`src/rtl/axi_outstanding_limiter_pkg.sv`:
```
// Shared constants and types for the outstanding-transaction limiter and its bench.
package axi_track_pkg;

    localparam int DEF_ID_W   = 5;
    localparam int DEF_M_ID_W = 12;

    typedef enum logic {
        RESP_B = 1'b0,
        RESP_R = 1'b1
    } resp_kind_e;

    // Bits needed to hold values 0..max_val inclusive.
    function automatic int count_width(input int max_val);
        return (max_val < 1) ? 1 : $clog2(max_val + 1);
    endfunction

endpackage

```
`src/rtl/axi_outstanding_limiter_if.sv`:
```
// Handshake/ID bundle between core, limiter and fabric; payloads never pass through here.
interface axi_outstanding_limiter_if
    import axi_track_pkg::*;
#(
    parameter int ID_W   = DEF_ID_W,
    parameter int M_ID_W = DEF_M_ID_W
);
    logic              s_ax_valid;
    logic              s_ax_ready;
    logic [ID_W-1:0]   s_ax_id;
    logic              m_ax_valid;
    logic              m_ax_ready;
    logic [M_ID_W-1:0] m_ax_id;

    logic              s_w_valid;
    logic              s_w_last;
    logic              s_w_ready;
    logic              m_w_valid;
    logic              m_w_ready;

    logic              m_x_valid;
    logic              m_x_last;
    logic              m_x_ready;
    logic [M_ID_W-1:0] m_x_id;
    logic              s_x_valid;
    logic              s_x_ready;
    logic [ID_W-1:0]   s_x_id;

    // The limiter sits on the slave side of this bundle; the environment drives the master side.
    modport slave (
        input  s_ax_valid, s_ax_id, m_ax_ready,
        input  s_w_valid, s_w_last, m_w_ready,
        input  m_x_valid, m_x_last, m_x_id, s_x_ready,
        output s_ax_ready, m_ax_valid, m_ax_id,
        output s_w_ready, m_w_valid,
        output m_x_ready, s_x_valid, s_x_id
    );

    modport master (
        output s_ax_valid, s_ax_id, m_ax_ready,
        output s_w_valid, s_w_last, m_w_ready,
        output m_x_valid, m_x_last, m_x_id, s_x_ready,
        input  s_ax_ready, m_ax_valid, m_ax_id,
        input  s_w_ready, m_w_valid,
        input  m_x_ready, s_x_valid, s_x_id
    );

endinterface

```
`src/rtl/axi_outstanding_limiter_credit_table.sv`:
```
// Per-ID outstanding counters with one increment and one decrement port per cycle.
module axi_id_credit_table
    import axi_track_pkg::*;
#(
    parameter int ID_W       = DEF_ID_W,
    parameter int MAX_PER_ID = 1,
    parameter int CNT_W      = count_width(MAX_PER_ID)
) (
    input  logic             clk,
    input  logic             rstn,
    input  logic             inc,
    input  logic [ID_W-1:0]  inc_id,
    input  logic             dec,
    input  logic [ID_W-1:0]  dec_id,
    output logic [CNT_W-1:0] inc_count,
    output logic [CNT_W-1:0] dec_count
);
    localparam int DEPTH = 2 ** ID_W;

    logic [DEPTH-1:0][CNT_W-1:0] cnt_all;

    // The caller only increments below MAX_PER_ID and only decrements above zero,
    // so entries cannot wrap.
    generate
        for (genvar gi = 0; gi < DEPTH; gi++) begin : g_entry
            logic             hit_inc;
            logic             hit_dec;
            logic [CNT_W-1:0] cnt_q;
            logic [CNT_W-1:0] cnt_d;

            always_comb begin
                hit_inc = inc && (inc_id == ID_W'(gi));
                hit_dec = dec && (dec_id == ID_W'(gi));
                cnt_d   = cnt_q;
                if (hit_inc && !hit_dec) begin
                    cnt_d = cnt_q + 1'b1;
                end else if (hit_dec && !hit_inc) begin
                    cnt_d = cnt_q - 1'b1;
                end
            end

            always_ff @(posedge clk) begin
                if (!rstn) begin
                    cnt_q <= '0;
                end else begin
                    cnt_q <= cnt_d;
                end
            end

            assign cnt_all[gi] = cnt_q;
        end
    endgenerate

    assign inc_count = cnt_all[inc_id];
    assign dec_count = cnt_all[dec_id];

endmodule

```
`src/rtl/axi_outstanding_limiter.sv`:
```
// Per-ID and global outstanding-transaction limiter for one AXI direction (AW+W+B or AR+R).
module axi_outstanding_limiter
    import axi_track_pkg::*;
#(
    parameter int ID_W       = DEF_ID_W,
    parameter int M_ID_W     = DEF_M_ID_W,
    parameter int MAX_PER_ID = 1,
    parameter int MAX_TOTAL  = 16,
    parameter int HAS_W      = 1,
    parameter int TOT_W      = $clog2(MAX_TOTAL + 1)
) (
    input  logic                      clk,
    input  logic                      rstn,
    input  logic                      enable,
    input  logic                      clear_err,
    axi_outstanding_limiter_if.slave  bus,
    output logic [TOT_W-1:0]          outstanding,
    output logic                      busy,
    output logic                      err_unexpected,
    output logic [M_ID_W-1:0]         err_id
);
    localparam int CNT_W = count_width(MAX_PER_ID);

    logic [TOT_W-1:0]  outstanding_q;
    logic [TOT_W-1:0]  outstanding_d;
    logic [TOT_W-1:0]  w_pending_q;
    logic [TOT_W-1:0]  w_pending_d;
    logic              err_q;
    logic              err_d;
    logic [M_ID_W-1:0] err_id_q;
    logic [M_ID_W-1:0] err_id_d;

    logic [CNT_W-1:0]  inc_count;
    logic [CNT_W-1:0]  dec_count;
    logic [ID_W-1:0]   x_id_low;
    logic              id_upper_set;
    logic              admit;
    logic              ax_hs;
    logic              w_open;
    logic              w_inc;
    logic              w_done;
    logic              x_hs;
    logic              unexpected;
    logic              complete;

    // Address channel: admit is a pure function of registered state, never of m_ax_ready.
    assign admit = rstn && enable
                && (inc_count < CNT_W'(MAX_PER_ID))
                && (outstanding_q < TOT_W'(MAX_TOTAL));

    assign bus.m_ax_valid = bus.s_ax_valid && admit;
    assign bus.s_ax_ready = bus.m_ax_ready && admit;
    assign bus.m_ax_id    = M_ID_W'(bus.s_ax_id);
    assign ax_hs          = bus.s_ax_valid && bus.m_ax_ready && admit;

    // Write data opens only once its address has been registered as accepted; enable has no say.
    assign w_open        = (HAS_W != 0) && rstn && (w_pending_q != '0);
    assign bus.m_w_valid = bus.s_w_valid && w_open;
    assign bus.s_w_ready = bus.m_w_ready && w_open;
    assign w_inc         = (HAS_W != 0) && ax_hs;
    assign w_done        = bus.s_w_valid && bus.m_w_ready && w_open && bus.s_w_last;

    // Responses always pass; only their bookkeeping is conditional.
    assign bus.s_x_valid = bus.m_x_valid;
    assign bus.m_x_ready = bus.s_x_ready;
    assign x_id_low      = bus.m_x_id[ID_W-1:0];
    assign bus.s_x_id    = x_id_low;
    assign id_upper_set  = (bus.m_x_id >> ID_W) != '0;
    assign x_hs          = bus.m_x_valid && bus.s_x_ready;
    assign unexpected    = x_hs && (id_upper_set || (bus.m_x_last && (dec_count == '0)));
    assign complete      = x_hs && bus.m_x_last && !unexpected;

    axi_id_credit_table #(
        .ID_W       (ID_W),
        .MAX_PER_ID (MAX_PER_ID),
        .CNT_W      (CNT_W)
    ) u_credit (
        .clk        (clk),
        .rstn       (rstn),
        .inc        (ax_hs),
        .inc_id     (bus.s_ax_id),
        .dec        (complete),
        .dec_id     (x_id_low),
        .inc_count  (inc_count),
        .dec_count  (dec_count)
    );

    always_comb begin
        outstanding_d = outstanding_q;
        if (ax_hs && !complete) begin
            outstanding_d = outstanding_q + 1'b1;
        end else if (complete && !ax_hs) begin
            outstanding_d = outstanding_q - 1'b1;
        end

        w_pending_d = w_pending_q;
        if (w_inc && !w_done) begin
            w_pending_d = w_pending_q + 1'b1;
        end else if (w_done && !w_inc) begin
            w_pending_d = w_pending_q - 1'b1;
        end

        // A new error beats a simultaneous clear; err_id keeps the first offender.
        err_d    = err_q;
        err_id_d = err_id_q;
        if (unexpected) begin
            err_d = 1'b1;
            if (!err_q) begin
                err_id_d = bus.m_x_id;
            end
        end else if (clear_err) begin
            err_d    = 1'b0;
            err_id_d = '0;
        end
    end

    always_ff @(posedge clk) begin
        if (!rstn) begin
            outstanding_q <= '0;
            w_pending_q   <= '0;
            err_q         <= 1'b0;
            err_id_q      <= '0;
        end else begin
            outstanding_q <= outstanding_d;
            w_pending_q   <= w_pending_d;
            err_q         <= err_d;
            err_id_q      <= err_id_d;
        end
    end

    assign outstanding    = outstanding_q;
    assign busy           = (outstanding_q != '0);
    assign err_unexpected = err_q;
    assign err_id         = err_id_q;

endmodule

```
`src/flat_wrapper.sv`:
```
// flat-port wrapper written by rule: the top's interface ports become plain ports
module axi_outstanding_limiter_flat import axi_track_pkg::*;
#(
    parameter int ID_W       = DEF_ID_W,
    parameter int M_ID_W     = DEF_M_ID_W,
    parameter int MAX_PER_ID = 1,
    parameter int MAX_TOTAL  = 16,
    parameter int HAS_W      = 1,
    parameter int TOT_W      = $clog2(MAX_TOTAL + 1)
)
  (clk, rstn, enable, clear_err, outstanding, busy, err_unexpected, err_id, bus_s_ax_valid, bus_s_ax_id, bus_m_ax_ready, bus_s_w_valid, bus_s_w_last, bus_m_w_ready, bus_m_x_valid, bus_m_x_last, bus_m_x_id, bus_s_x_ready, bus_s_ax_ready, bus_m_ax_valid, bus_m_ax_id, bus_s_w_ready, bus_m_w_valid, bus_m_x_ready, bus_s_x_valid, bus_s_x_id);
  axi_outstanding_limiter_if #(.ID_W(ID_W), .M_ID_W(M_ID_W)) bus_i ();
  input  logic clk;
  input  logic rstn;
  input  logic enable;
  input  logic clear_err;
  output logic [TOT_W-1:0] outstanding;
  output logic busy;
  output logic err_unexpected;
  output logic [M_ID_W-1:0] err_id;
  input wire logic [$bits(bus_i.s_ax_valid)-1:0] bus_s_ax_valid;
  input wire logic [$bits(bus_i.s_ax_id)-1:0] bus_s_ax_id;
  input wire logic [$bits(bus_i.m_ax_ready)-1:0] bus_m_ax_ready;
  input wire logic [$bits(bus_i.s_w_valid)-1:0] bus_s_w_valid;
  input wire logic [$bits(bus_i.s_w_last)-1:0] bus_s_w_last;
  input wire logic [$bits(bus_i.m_w_ready)-1:0] bus_m_w_ready;
  input wire logic [$bits(bus_i.m_x_valid)-1:0] bus_m_x_valid;
  input wire logic [$bits(bus_i.m_x_last)-1:0] bus_m_x_last;
  input wire logic [$bits(bus_i.m_x_id)-1:0] bus_m_x_id;
  input wire logic [$bits(bus_i.s_x_ready)-1:0] bus_s_x_ready;
  output wire logic [$bits(bus_i.s_ax_ready)-1:0] bus_s_ax_ready;
  output wire logic [$bits(bus_i.m_ax_valid)-1:0] bus_m_ax_valid;
  output wire logic [$bits(bus_i.m_ax_id)-1:0] bus_m_ax_id;
  output wire logic [$bits(bus_i.s_w_ready)-1:0] bus_s_w_ready;
  output wire logic [$bits(bus_i.m_w_valid)-1:0] bus_m_w_valid;
  output wire logic [$bits(bus_i.m_x_ready)-1:0] bus_m_x_ready;
  output wire logic [$bits(bus_i.s_x_valid)-1:0] bus_s_x_valid;
  output wire logic [$bits(bus_i.s_x_id)-1:0] bus_s_x_id;
  assign bus_i.s_ax_valid = bus_s_ax_valid;
  assign bus_i.s_ax_id = bus_s_ax_id;
  assign bus_i.m_ax_ready = bus_m_ax_ready;
  assign bus_i.s_w_valid = bus_s_w_valid;
  assign bus_i.s_w_last = bus_s_w_last;
  assign bus_i.m_w_ready = bus_m_w_ready;
  assign bus_i.m_x_valid = bus_m_x_valid;
  assign bus_i.m_x_last = bus_m_x_last;
  assign bus_i.m_x_id = bus_m_x_id;
  assign bus_i.s_x_ready = bus_s_x_ready;
  assign bus_s_ax_ready = bus_i.s_ax_ready;
  assign bus_m_ax_valid = bus_i.m_ax_valid;
  assign bus_m_ax_id = bus_i.m_ax_id;
  assign bus_s_w_ready = bus_i.s_w_ready;
  assign bus_m_w_valid = bus_i.m_w_valid;
  assign bus_m_x_ready = bus_i.m_x_ready;
  assign bus_s_x_valid = bus_i.s_x_valid;
  assign bus_s_x_id = bus_i.s_x_id;
  axi_outstanding_limiter #(.ID_W(ID_W), .M_ID_W(M_ID_W), .MAX_PER_ID(MAX_PER_ID), .MAX_TOTAL(MAX_TOTAL), .HAS_W(HAS_W), .TOT_W(TOT_W)) u_core (.clk(clk), .rstn(rstn), .enable(enable), .clear_err(clear_err), .bus(bus_i), .outstanding(outstanding), .busy(busy), .err_unexpected(err_unexpected), .err_id(err_id));
endmodule
```
`config.mk`:
```
export PLATFORM = sky130hd
export DESIGN_NAME = axi_outstanding_limiter_flat
export DESIGN_NICKNAME = d
export VERILOG_FILES = /design/src/rtl/axi_outstanding_limiter_pkg.sv /design/src/rtl/axi_outstanding_limiter_if.sv /design/src/rtl/axi_outstanding_limiter_credit_table.sv /design/src/rtl/axi_outstanding_limiter.sv /design/src/flat_wrapper.sv
export SDC_FILE = /design/constraint.sdc
export NUM_CORES = 1
export LEC_CHECK = 0
export BUFFER_PORTS_ARGS = -buffer_cell sky130_fd_sc_hd__buf_2
export CAP_MARGIN = 25
export CORE_MARGIN = 3
export CORE_UTILIZATION = 54
export DETAILED_ROUTE_END_ITERATION = 8
export HOLD_SLACK_MARGIN = 0.15
export PLACE_DENSITY = 0.8
export SYNTH_ARGS = -nofsm -noshare
export SYNTH_HDL_FRONTEND = slang
export SYNTH_HIERARCHICAL = 1
export SYNTH_SLANG_ARGS = --single-unit
```
`constraint.sdc`:
```
create_clock -name clk -period 8.05 [get_ports clk]
set_clock_uncertainty 0.05 [all_clocks]
set_input_delay 0.805 -clock clk [delete_from_list [all_inputs] [get_ports clk]]
set_output_delay 0.805 -clock clk [all_outputs]
set_load 0.01 [all_outputs]
```
=== After elaboration in Yosys (flattened, before gate mapping) ===
Cells that the tools add are included.

* $add $sub $neg: 68
* $lt $le $gt $ge: 4
* Equal/unequal tests: 63
* Multiplexer cells: 77
* Bitwise gates (word level): 1
* Reduce and logical (&&, ||, !) cells: 260

{| class="wikitable"
|+ Operators with widths
! kind !! count
|-
| == test 5 bit (second input constant) || 32
|-
| logical AND 1 bit || 150
|-
| == test 5 x 4 -> 1 bit (second input constant) || 16
|-
| nonzero test 2 bit || 35
|-
| logical NOT 1 bit || 68
|-
| 2-to-1 mux 1 bit || 68
|-
| == test 5 x 3 -> 1 bit (second input constant) || 8
|-
| 2-to-1 mux 12 bit || 3
|-
| adder 1 bit (second input constant) || 32
|-
| subtractor 1 bit (second input constant) || 32
|-
| == test 5 x 2 -> 1 bit (second input constant) || 4
|-
| 2-to-1 mux 5 bit || 4
|-
| < comparator 5 x 6 -> 1 bit (second input constant) || 2
|-
| nonzero test 12 bit || 1
|-
| adder 5 x 1 -> 5 bit (second input constant) || 2
|-
| binary-select mux 1 bit (select 5 bit) || 2
|-
| == test 5 x 1 -> 1 bit (second input constant) || 2
|-
| logical NOT 5 bit || 2
|-
| nonzero test 5 bit || 2
|-
| subtractor 5 x 1 -> 5 bit (second input constant) || 2
|-
| < comparator 5 bit (second input constant) || 1
|-
| != test 2 bit (second input constant) || 1
|-
| AND reduction 2 bit || 1
|-
| logical OR 1 bit || 1
|-
| 2 further kinds || 2
|}

* Flip-flop bits (word level): 55
* Output and inout port bits: 42
* Word-level logic and storage cells: 509

=== Depth between registers and ports, before layout ===
Gate-level depths: netlist of the first run.

* Depth in word-level cells: 12
* Mapped depth: 16

=== Hierarchy ===
Netlist of the first run, hierarchy kept.

{| class="wikitable"
|+ By module, submodules not included
! module !! instances !! cells each !! area an instance (um2) !! seq. area each (um2)
|-
| axi_id_credit_table || 1 || 316 || 2648.8 || 640.6
|-
| axi_outstanding_limiter || 1 || 145 || 1330.0 || 460.4
|}

=== Worst setup path after synthesis of the first run ===
Ideal clock, no wire load.

* Path kind: input -> register
* Start point: input port bus_s_ax_id[1]
* End point: register u_core.outstanding_q[4], in the netlist u_core/outstanding[4]
* Library setup time: 0.072 ns
* Arrival: 3.786 ns
* Path slack: 4.142 ns
* Stages on the path: 16
* Path through: buf_2 -> buf_2 -> mux2i_1 -> a22o_1 -> a21oi_1 -> a22oi_1 -> nand3_1 -> nor3_1 -> and3_1 -> ha_1 -> inv_1 -> fa_1 -> a21o_1 -> a21oi_1 -> mux2i_1 -> mux2i_1

* Word-level cells in the longest chain between the ends: 9
* Elaborated cells between the ends (all ways): 11
* Those cells by class: order compare: 1; mux: 3; reduce/logical: 7

{| class="wikitable"
|+ Ends and longest elaborated chain
! what !! RTL line !! RTL
|-
| from (decl) || flat_wrapper.sv:22 || <nowiki>input wire logic [$bits(bus_i.s_ax_id)-1:0] bus_s_ax_id;</nowiki>
|-
| binary-select mux 1 bit (select 5 bit) (*) || axi_outstanding_limiter_credit_table.sv:54 || <nowiki>assign inc_count = cnt_all[inc_id];</nowiki>
|-
| 2-to-1 mux 1 bit (not written as such) (*) || axi_outstanding_limiter_credit_table.sv:54 ||
|-
| net u_core.inc_count || axi_outstanding_limiter.sv:33 || <nowiki>logic [CNT_W-1:0] inc_count;</nowiki>
|-
| < comparator 1 bit (*) || axi_outstanding_limiter.sv:48 || <nowiki>&& (inc_count < CNT_W'(MAX_PER_ID))</nowiki>
|-
| logical AND 1 bit (*) || axi_outstanding_limiter.sv:48 ||
|-
| logical AND 1 bit (*) || axi_outstanding_limiter.sv:49 || <nowiki>&& (outstanding_q < TOT_W'(MAX_TOTAL));</nowiki>
|-
| logical AND 1 bit (*) || axi_outstanding_limiter.sv:54 || <nowiki>assign ax_hs = bus.s_ax_valid && bus.m_ax_ready && admit;</nowiki>
|-
| net u_core.ax_hs || axi_outstanding_limiter.sv:38 || <nowiki>logic ax_hs;</nowiki>
|-
| logical NOT 1 bit || axi_outstanding_limiter.sv:92 || <nowiki>end else if (complete && !ax_hs) begin</nowiki>
|-
| logical AND 1 bit || axi_outstanding_limiter.sv:92 ||
|-
| nonzero test 2 bit (no source line) || -- ||
|-
| to (signal assigned) || axi_outstanding_limiter.sv:124 || <nowiki>outstanding_q <= outstanding_d;</nowiki>
|-
| to (decl) || axi_outstanding_limiter.sv:24 || <nowiki>logic [TOT_W-1:0] outstanding_q;</nowiki>
|}

Mark *: on every way through the listed nets, which the timed path passes. The rest lies on a longest branch. The select of a mux whose other input is x is not followed.
A chain may end at the register's enable or synchronous reset.

=== Worst setup path in the final report of the first run ===
Ends and elaborated chain as after synthesis.

==> impl_metrics.py, run 1 <==
metrics = {
    "setup_path": {
        "r2r-start": "u_core/u_credit/g_entry[18].cnt_q",
        "critPathBufInv": 2,
        "cp-end-kind": "register",
        "crit_family": "simple AND/OR/NAND/NOR gates",
        "r2r-end": "u_core/outstanding[4]",
        "critPathLaunch": "bus_s_ax_id[1]",
        "worst_path_max_delay_cell": "buf_2",
        "crit_path_start_kind": "input port",
        "critPathMostFrequentCell": "mux2i_1",
        "worstPathRequired_ns": 8.25,
        "critPathMaxStageDelay_ns": 0.57,
        "cp_cell_sequence": "buf_2 > mux2i_1 > a22o_1 > a21oi_1 > a22oi_1 > nand3_1 > nor3_1 > and3_1 > ha_1 > inv_1 > fa_1 > a21o_1 > a21oi_1 > mux2i_1 > mux2i_1",
        "reg2reg_slack_ns": 4.56,
        "cp_max_fo": 29,
        "ff2ff_path_depth": 14,
        "critical_path_class": "input port to register",
        "crit_arrival_ns": 4.53,
    },
    "logic_synthesis": {
        "syn_area_sq_mm": 0.00398,
        "synth-seq-cells": 55,
        "yosysWarnings": 6,
        "avgSynthCellArea_sq_um": 8.63,
        "synth_edf_count": 0,
        "async_reset_ff_share_pct": 0,
        "syn_inst": 461,
        "ys_seq_area_share_pct": 27.7,
        "synth_cell_types": 44,
        "ys.flop_type": "dfxtp_1",
    },
    "pwr": {
        "combPwrFrac_pct": 17.6,
        "irDropWorstVdd_mv": 0.0719,
        "p_sw_share_pct": 30.1,
        "pwr-share-seq_pct": 52.1,
        "switchingPower_uw": 163,
        "p_leak_uw": 0.00178,
        "power.density_mw_per_mm2": 127,
        "pwr-share-clk_pct": 30.3,
        "p_int_uw": 378,
    },
    "layout": {
        "seqCellArea_sq_mm": 0.00110,
        "multi_input_comb_area_sq_mm": 0.00259,
        "layout_commonest_cell": "buf_2",
        "layout.nets": 532,
        "area_growth_pct": 7.08,
        "final_cell_mix": "buf_2 (63), xnor2_1 (58), dfxtp_1 (55)",
        "diodes": 0,
        "layout-drive-gt1-share_pct": 18.0,
        "final.fill_count": 617,
    },
    "die": {
        "ios": 71,
        "row_count": 30,
        "die_height_um": 91.8,
        "die-area_sq_mm": 0.00843,
        "core-area_sq_mm": 0.00698,
        "fp.dieW_um": 91.8,
        "initial_core_util_pct": 57.0,
    },
    "routing": {
        "routed_wl_um": 9640,
        "drtIter0Drc": 230,
        "wl_per_cell_um": 16.3,
        "drc": 0,
        "dr.pass1.iters": 5,
        "vias": 3443,
        "viasPerCell": 5.84,
        "ant_nets": 0,
    },
    "clock_network": {
        "clock_path_buffers": 2,
        "cts_resized": 0,
        "clk_latency_ns": 0.32,
        "clock-root-buffer": "clkbuf_8",
        "cts_hold_buf": 0,
        "cts_tree": "built",
        "clock-sinks": 55,
        "postCtsSetupRepairBufs": 0,
        "htreeDepth": 2,
        "cts_buffers": 5,
        "path_clk_slew_ns": 0.11,
    },
    "hold_path": {
        "hold_path_depth": 2,
        "hold_path_class": "register to register",
        "worstHoldStart": "u_core/w_pending_q[4]",
        "hold_end": "u_core/w_pending_q[4]",
    },
    "grt": {
        "grt_max_degree": 42,
        "grt-ovfl-total": 0,
        "grt_pass1_vias": 3208,
        "gr-usage-all-layers_pct": 22.6,
        "grt_first_pass_wirelength_um": 15700,
        "antenna_found_initial": 0,
    },
    "timing": {
        "tightest_slew_ns": 0.814,
        "final-setup-viol-count": 0,
        "setup_ws_ns": 3.73,
        "timing.final.crit_share_pct": 53.7,
        "tns_ns": 0,
        "rsz0062_at_grt": "no",
        "timing.fmax_mhz": 231,
        "timing_hold_violations_final": 0,
        "relSlewSlack_pct": 45.8,
        "slew_violations": 0,
        "fin_crit_ns": 4.32,
    },
    "placed_design": {
        "post-place-ws_ns": 3.52,
        "hpwl_um": 6970,
        "globalplace.congestion": 0.910,
        "portBuffers": 63,
    },
    "job": {
        "cap_violations": 0,
    },
    "outcome": {
        "outcome": "complete, no violations",
    },
}
[power groups by stage]
stage                     combinational, uW  clock, uW  sequential (uW)
after floorplan                        70.8          0              289
after global routing                    104        181              283
after CTS                              94.2        169              282
after global placement                 90.9          0              287
final                                  95.2        164              282
after detailed placement               93.9          0              288
[flip-flops by register name (all words and copies together), names as in the netlist]
| register | count |
|---|---|
| u_core/u_credit/g_entry.cnt_q | 32 |
| u_core/outstanding | 5 |
| u_core/err_unexpected | 1 |
| u_core/err_id | 12 |
| u_core/w_pending_q | 5 |
[worst max path at each step]
| stage | end | cells past startpoint |
|---|---|---|
| 2_1_floorplan | u_core/outstanding[4] | 16 |
| 3_3_place_gp | u_core/outstanding[4] | 15 |
| 3_5_place_dp | u_core/outstanding[4] | 15 |
| 4_1_cts | u_core/outstanding[4] | 15 |
| 5_1_grt | u_core/outstanding[4] | 15 |
| 6_report | u_core/outstanding[4] | 15 |
[metrics by stage]
stage	hold WS (ns)	cells	utilization, %	power, uW	area, sq um
global placement	0.406	581	59.5	378	4160
detailed placement	0.411	582	59.6	382	4160
CTS	0.438	590	61.0	545	4260
global route	0.461	590	61.0	567	4260
finish	0.433	590	61.0	541	4260
floorplan	0.390	467	-	360	4000
[routing by layer]
layer / GRT usage [%] / up-vias / routed length, um
met5: 0 / - / 0
met4: 6.06 / 0 / 120
met3: 3.77 / 13 / 683
met2: 36.7 / 154 / 4480
met1: 31.2 / 1654 / 4360
li1: - / 1622 / -
[cell type report]
type	count	area share (%)
Clock buffer	5	1.62
Clock inverter	3	0.646
Inverter	8	0.705
Multi-Input combinational cell	359	60.8
Sequential cell	55	25.8
Tap cell	96	2.82
Timing Repair Buffer	64	7.58
[cells by family after synthesis]
family,Yosys count,synth area share [%]
adders and majority gates,10,3.52
buffers and inverters,53,7.80
muxes,38,9.56
xor gates and xnor gates,66,14.5
and+or+nand+nor,184,26.7
DFF,55,27.7
AOI/OAI and AO/OA,54,10.1
other,1,0.0942
[Yosys cell counts, types with 10 or more instances]
| cell type | number | share of area (%) |
|---|---|---|
| xnor2_1 | 58 | 13 |
| dfxtp_1 | 55 | 28 |
| nor2_1 | 43 | 4.1 |
| mux2i_1 | 38 | 9.6 |
| and2_1 | 30 | 4.7 |
| nand2_1 | 30 | 2.8 |
| buf_4 | 23 | 4.3 |
| nand3_1 | 22 | 2.8 |
| a22o_1 | 18 | 4.0 |
| a21oi_1 | 17 | 2.1 |
| nor2b_1 | 13 | 2.0 |
| clkbuf_1 | 10 | 0.94 |
[tightest hold or removal path, stage by stage, from the launching register on]
cell and delay (ns):
dfxtp_1 0.34, nand2_1 0.05, mux2i_1 0.05
(Power assumes the default switching activity.)
==> inputs of run 2 (changes only) <==
Settings changed: CORE_UTILIZATION 54 to 51, PLACE_DENSITY 0.8 to 0.79.
Clock period 8.05 ns to 3.8 ns, I/O delays scaled along.
==> impl_metrics.py, run 2 (synthesis gave the netlist of run 1 again) <==
metrics = {
    "outcome": {
        "outcome": "complete, no violations",
    },
    "clock_network": {
        "htreeDepth": 2,
        "cts_hold_buf": 0,
        "path_clk_slew_ns": 0.11,
        "postCtsSetupRepairBufs": 0,
        "clock-sinks": 55,
        "cts_buffers": 5,
        "cts_tree": "built",
        "clock_path_buffers": 2,
        "clk_latency_ns": 0.32,
        "cts_resized": 0,
        "clock-root-buffer": "clkbuf_8",
    },
    "setup_path": {
        "cp_cell_sequence": "buf_2 > buf_4 > mux2i_1 > a22o_1 > a21oi_1 > nand4_1 > nand3_1 > nor3_1 > and3_1 > ha_1 > inv_1 > fa_1 > a21o_1 > a21oi_1 > mux2i_1 > mux2i_1",
        "critical_path_class": "input port to register",
        "crit_path_start_kind": "input port",
        "worst_path_max_delay_cell": "fa_1",
        "crit_family": "simple AND/OR/NAND/NOR gates",
        "critPathBufInv": 3,
        "crit_arrival_ns": 3.60,
        "cp-end-kind": "register",
        "critPathMostFrequentCell": "mux2i_1",
        "r2r-start": "u_core/u_credit/g_entry[8].cnt_q",
        "critPathMaxStageDelay_ns": 0.42,
        "worstPathRequired_ns": 4.00,
        "critPathLaunch": "bus_s_ax_id[1]",
        "cp_max_fo": 14,
    },
    "routing": {
        "viasPerCell": 5.70,
        "drtIter0Drc": 261,
        "wl_per_cell_um": 16.2,
        "highest_layer": "met4",
        "wl_met2_um": 4390,
        "ant_nets": 0,
        "vias": 3435,
        "wl_met3_um": 874,
        "dr.pass1.iters": 5,
        "routed_wl_um": 9790,
        "drc": 0,
        "met1Wirelength_um": 4380,
    },
    "layout": {
        "largest_reg_flops": 32,
        "area_growth_pct": 9.59,
        "layout.nets": 542,
        "postLayoutCellArea_sq_mm": 0.00436,
        "final_cell_mix": "buf_2 (62), xnor2_1 (58), dfxtp_1 (55)",
        "final.fill_count": 684,
        "top_register": "u_core/u_credit/g_entry.cnt_q",
        "layout-drive-gt1-share_pct": 19.6,
        "diodes": 0,
        "fin_util_pct": 58.9,
        "layout_commonest_cell": "buf_2",
        "fin_cells": 603,
    },
    "grt": {
        "gr-usage-all-layers_pct": 21.6,
        "grt_pass1_vias": 3175,
        "grt_max_degree": 41,
        "grt-ovfl-total": 0,
        "antenna_found_initial": 0,
        "grt_first_pass_wirelength_um": 15400,
    },
    "die": {
        "core-area_sq_mm": 0.00741,
        "initial_core_util_pct": 53.7,
        "ios": 71,
        "row_count": 31,
        "die-area_sq_mm": 0.00890,
        "fp.dieW_um": 94.3,
        "die_height_um": 94.3,
    },
    "timing": {
        "fin_crit_ns": 3.40,
        "timing_hold_violations_final": 0,
        "final-setup-viol-count": 0,
        "fin_hold_ws_ns": 0.243,
        "slew_violations": 0,
        "rsz0062_at_grt": "no",
        "relSlewSlack_pct": 42.0,
        "timing.final.crit_share_pct": 89.5,
        "timing.fmax_mhz": 294,
        "tightest_slew_ns": 0.870,
    },
    "pwr": {
        "finalPower_uw": 1210,
        "power.density_mw_per_mm2": 278,
        "p_leak_uw": 0.00184,
        "irDropWorstVdd_mv": 0.136,
    },
    "hold_path": {
        "hold_path_class": "input port to register",
        "worstHoldStart": "bus_m_x_id[8]",
    },
    "placed_design": {
        "globalplace.congestion": 0.882,
        "placedCellCount": 595,
        "placed_cell_area_sq_mm": 0.00424,
        "portBuffers": 63,
        "hpwl_um": 7190,
    },
    "job": {
        "cap_violations": 0,
    },
}
run 2: changes by cell type in the layout (fill, tap and decap cells not counted), sizes merged:
cell,previous run,this run
clkbuf,5,6
clkinv,1,0
bufinv,0,1
buf,64,73
run 2: layout make-up:
type / instances / area (sq um) / area share, %
clock buffers: 5 / 68.8 / 1.58
clock inverters: 3 / 46.3 / 1.06
inverters: 8 / 30.0 / 0.689
multi-input cells: 359 / 2590 / 59.4
flip-flops and latches: 55 / 1100 / 25.3
well taps: 99 / 124 / 2.84
repair buffers: 74 / 400 / 9.18
run 2: worst paths after layout:
kind | slack (ns) | to | depth (start not counted)
setup / recovery | 0.40 | u_core/w_pending_q[4] | 16
hold / removal | 0.24 | u_core/err_id[8] | 2
setup reg to reg | 0.45 | u_core/outstanding[4] | 15
hold reg to reg | 0.44 | u_core/err_id[2] | 1
run 2: power by group:
part	switching, uW	internal, uW	total, uW
clock	207	199	406
sequential	9.14	587	596
combinational	124	84.6	209
total	340	871	1210
run 2: per-stage QoR:
stage / setup slack (ns) / setup TNS (ns)
after floorplan: 0.317 / 0
after global placement: 0.0410 / 0
after detailed placement: -0.0531 / -0.0531
after CTS: 0.290 / 0
after global routing: 0.0984 / 0
final: 0.398 / 0
run 2: routing by layer:
layer / global-route usage [%] / vias to the layer above
li1: - / 1644
met1: 30.2 / 1599
met3: 3.93 / 19
met4: 4.45 / 0
met2: 35.0 / 173
met5: 0 / -
==> inputs of run 3 (changes only) <==
Settings changed: CORE_MARGIN 3 to not set.
==> impl_metrics.py, run 3 (synthesis gave the netlist of run 1 again) <==
metrics = {
    "placed_design": {
        "globalplace.congestion": 0.924,
        "portBuffers": 63,
        "placed_cell_area_sq_mm": 0.00425,
        "hpwl_um": 7000,
    },
    "layout": {
        "layout-drive-gt1-share_pct": 19.8,
        "top_register": "u_core/u_credit/g_entry.cnt_q",
        "layout.nets": 543,
        "final_cell_mix": "buf_2 (63), xnor2_1 (58), dfxtp_1 (55)",
        "area_growth_pct": 9.28,
        "postLayoutCellArea_sq_mm": 0.00435,
        "diodes": 0,
        "layout_commonest_cell": "buf_2",
        "largest_reg_flops": 32,
    },
    "routing": {
        "ant_nets": 0,
        "vias": 3399,
        "wl_per_cell_um": 15.7,
        "drtIter0Drc": 225,
        "routed_wl_um": 9470,
        "viasPerCell": 5.63,
        "dr.pass1.iters": 4,
        "drc": 0,
    },
    "timing": {
        "timing.fmax_mhz": 282,
        "slew_violations": 0,
        "fin_hold_ws_ns": 0.234,
        "timing_hold_violations_final": 0,
        "timing.final.crit_share_pct": 93.3,
        "rsz0062_at_grt": "no",
        "tightest_slew_ns": 0.859,
        "relSlewSlack_pct": 42.7,
        "final-setup-viol-count": 0,
        "fin_crit_ns": 3.54,
        "tns_ns": 0,
    },
    "grt": {
        "grt-ovfl-total": 0,
        "grt_util_met1_pct": 31.7,
        "grt_max_degree": 27,
        "grt_pass1_vias": 3216,
        "top_usage_layer": "met2",
        "grt.met2_usage_pct": 39.6,
        "gr-usage-all-layers_pct": 23.7,
        "antenna_found_initial": 0,
        "grtUsageMet3_pct": 3.96,
        "grt_first_pass_wirelength_um": 15800,
    },
    "setup_path": {
        "cp_max_fo": 16,
        "critical_path_class": "input port to register",
        "critPathLaunch": "bus_m_x_id[1]",
        "crit_path_start_kind": "input port",
        "worstPathRequired_ns": 4.00,
        "crit_arrival_ns": 3.74,
        "cp-end-kind": "register",
        "r2r-start": "u_core/u_credit/g_entry[26].cnt_q",
    },
    "clock_network": {
        "clock-sinks": 55,
        "cts_hold_buf": 0,
        "cts_buffers": 5,
        "cts_resized": 0,
        "clock_path_buffers": 2,
        "postCtsSetupRepairBufs": 0,
        "clock-root-buffer": "clkbuf_8",
        "htreeDepth": 2,
        "cts_tree": "built",
        "clk_latency_ns": 0.32,
        "path_clk_slew_ns": 0.11,
    },
    "die": {
        "row_count": 31,
        "die_height_um": 90.3,
        "initial_core_util_pct": 53.7,
        "core-area_sq_mm": 0.00741,
        "ios": 71,
        "die-area_sq_mm": 0.00816,
        "fp.dieW_um": 90.3,
    },
    "hold_path": {
        "hold_path_class": "input port to register",
        "worstHoldStart": "bus_m_x_id[6]",
    },
    "pwr": {
        "power.density_mw_per_mm2": 266,
        "irDropWorstVdd_mv": 0.156,
        "p_leak_uw": 0.00184,
        "finalPower_uw": 1150,
    },
    "outcome": {
        "outcome": "complete, no violations",
    },
    "job": {
        "cap_violations": 0,
    },
}
-- run 3: changes by cell type in the layout (fill, tap and decap cells not counted) --
| cell | delta |
|---|---|
| clkinv_4 | +2 |
| bufinv_16 | -1 |
| buf_2 | +1 |
| buf_4 | +1 |
| inv_6 | -1 |
| clkbuf_4 | -1 |
| inv_8 | +1 |
| clkinvlp_4 | -1 |
-- run 3: final cells by class --
| cell class | count | area (sq um) |
|---|---|---|
| Fill cell | 679 | 3060 |
| Multi-Input combinational cell | 359 | 2590 |
| Sequential cell | 55 | 1100 |
| Timing Repair Buffer | 75 | 405 |
| Tap cell | 99 | 124 |
| Clock buffer | 5 | 68.8 |
| Inverter | 8 | 30.0 |
| Clock inverter | 3 | 28.8 |
-- run 3: path summary, 6_finish.rpt --
check / endpoint / slack [ns] / cells after the start
setup / recovery: u_core/outstanding[4] / 0.26 / 16
setup reg to reg: u_core/outstanding[4] / 0.36 / 15
hold reg to reg: u_core/w_pending_q[4] / 0.44 / 2
hold / removal: u_core/err_id[6] / 0.23 / 2
-- run 3: layer usage --
metal	part of all wire [%]	routed length, um	vias up
li1	-	-	1647
met2	46	4390	140
met1	47	4410	1600
met4	1.1	103	0
met5	0	0	-
met3	6.0	566	12
-- run 3: report_power, final --
group          total (uW)  internal (uW)  switching [uW]
sequential            596            587            8.95
clock                 349            137             212
combinational         209           84.9             124
-- run 3: worst max-delay path, stage by stage --
cell and delay [ns]:
buf_2 0.37, mux2i_1 0.18, a22o_1 0.26, a21oi_1 0.15, a22oi_1 0.10, nand3_1 0.09
nor2b_1 0.06, or3_4 0.37, or2_1 0.26, ha_1 0.20, inv_1 0.16, ha_1 0.30
a21o_1 0.17, a21oi_1 0.21, mux2i_1 0.27, mux2i_1 0.19
-- run 3: per-stage QoR --
stage / utilization (%) / cells / setup slack (ns)
floorplan: - / 467 / 0.317
global route: 58.7 / 604 / 0.0341
detailed placement: 57.4 / 596 / 0.000722
finish: 58.7 / 604 / 0.256
global placement: 57.3 / 595 / 0.149
CTS: 58.7 / 604 / 0.319
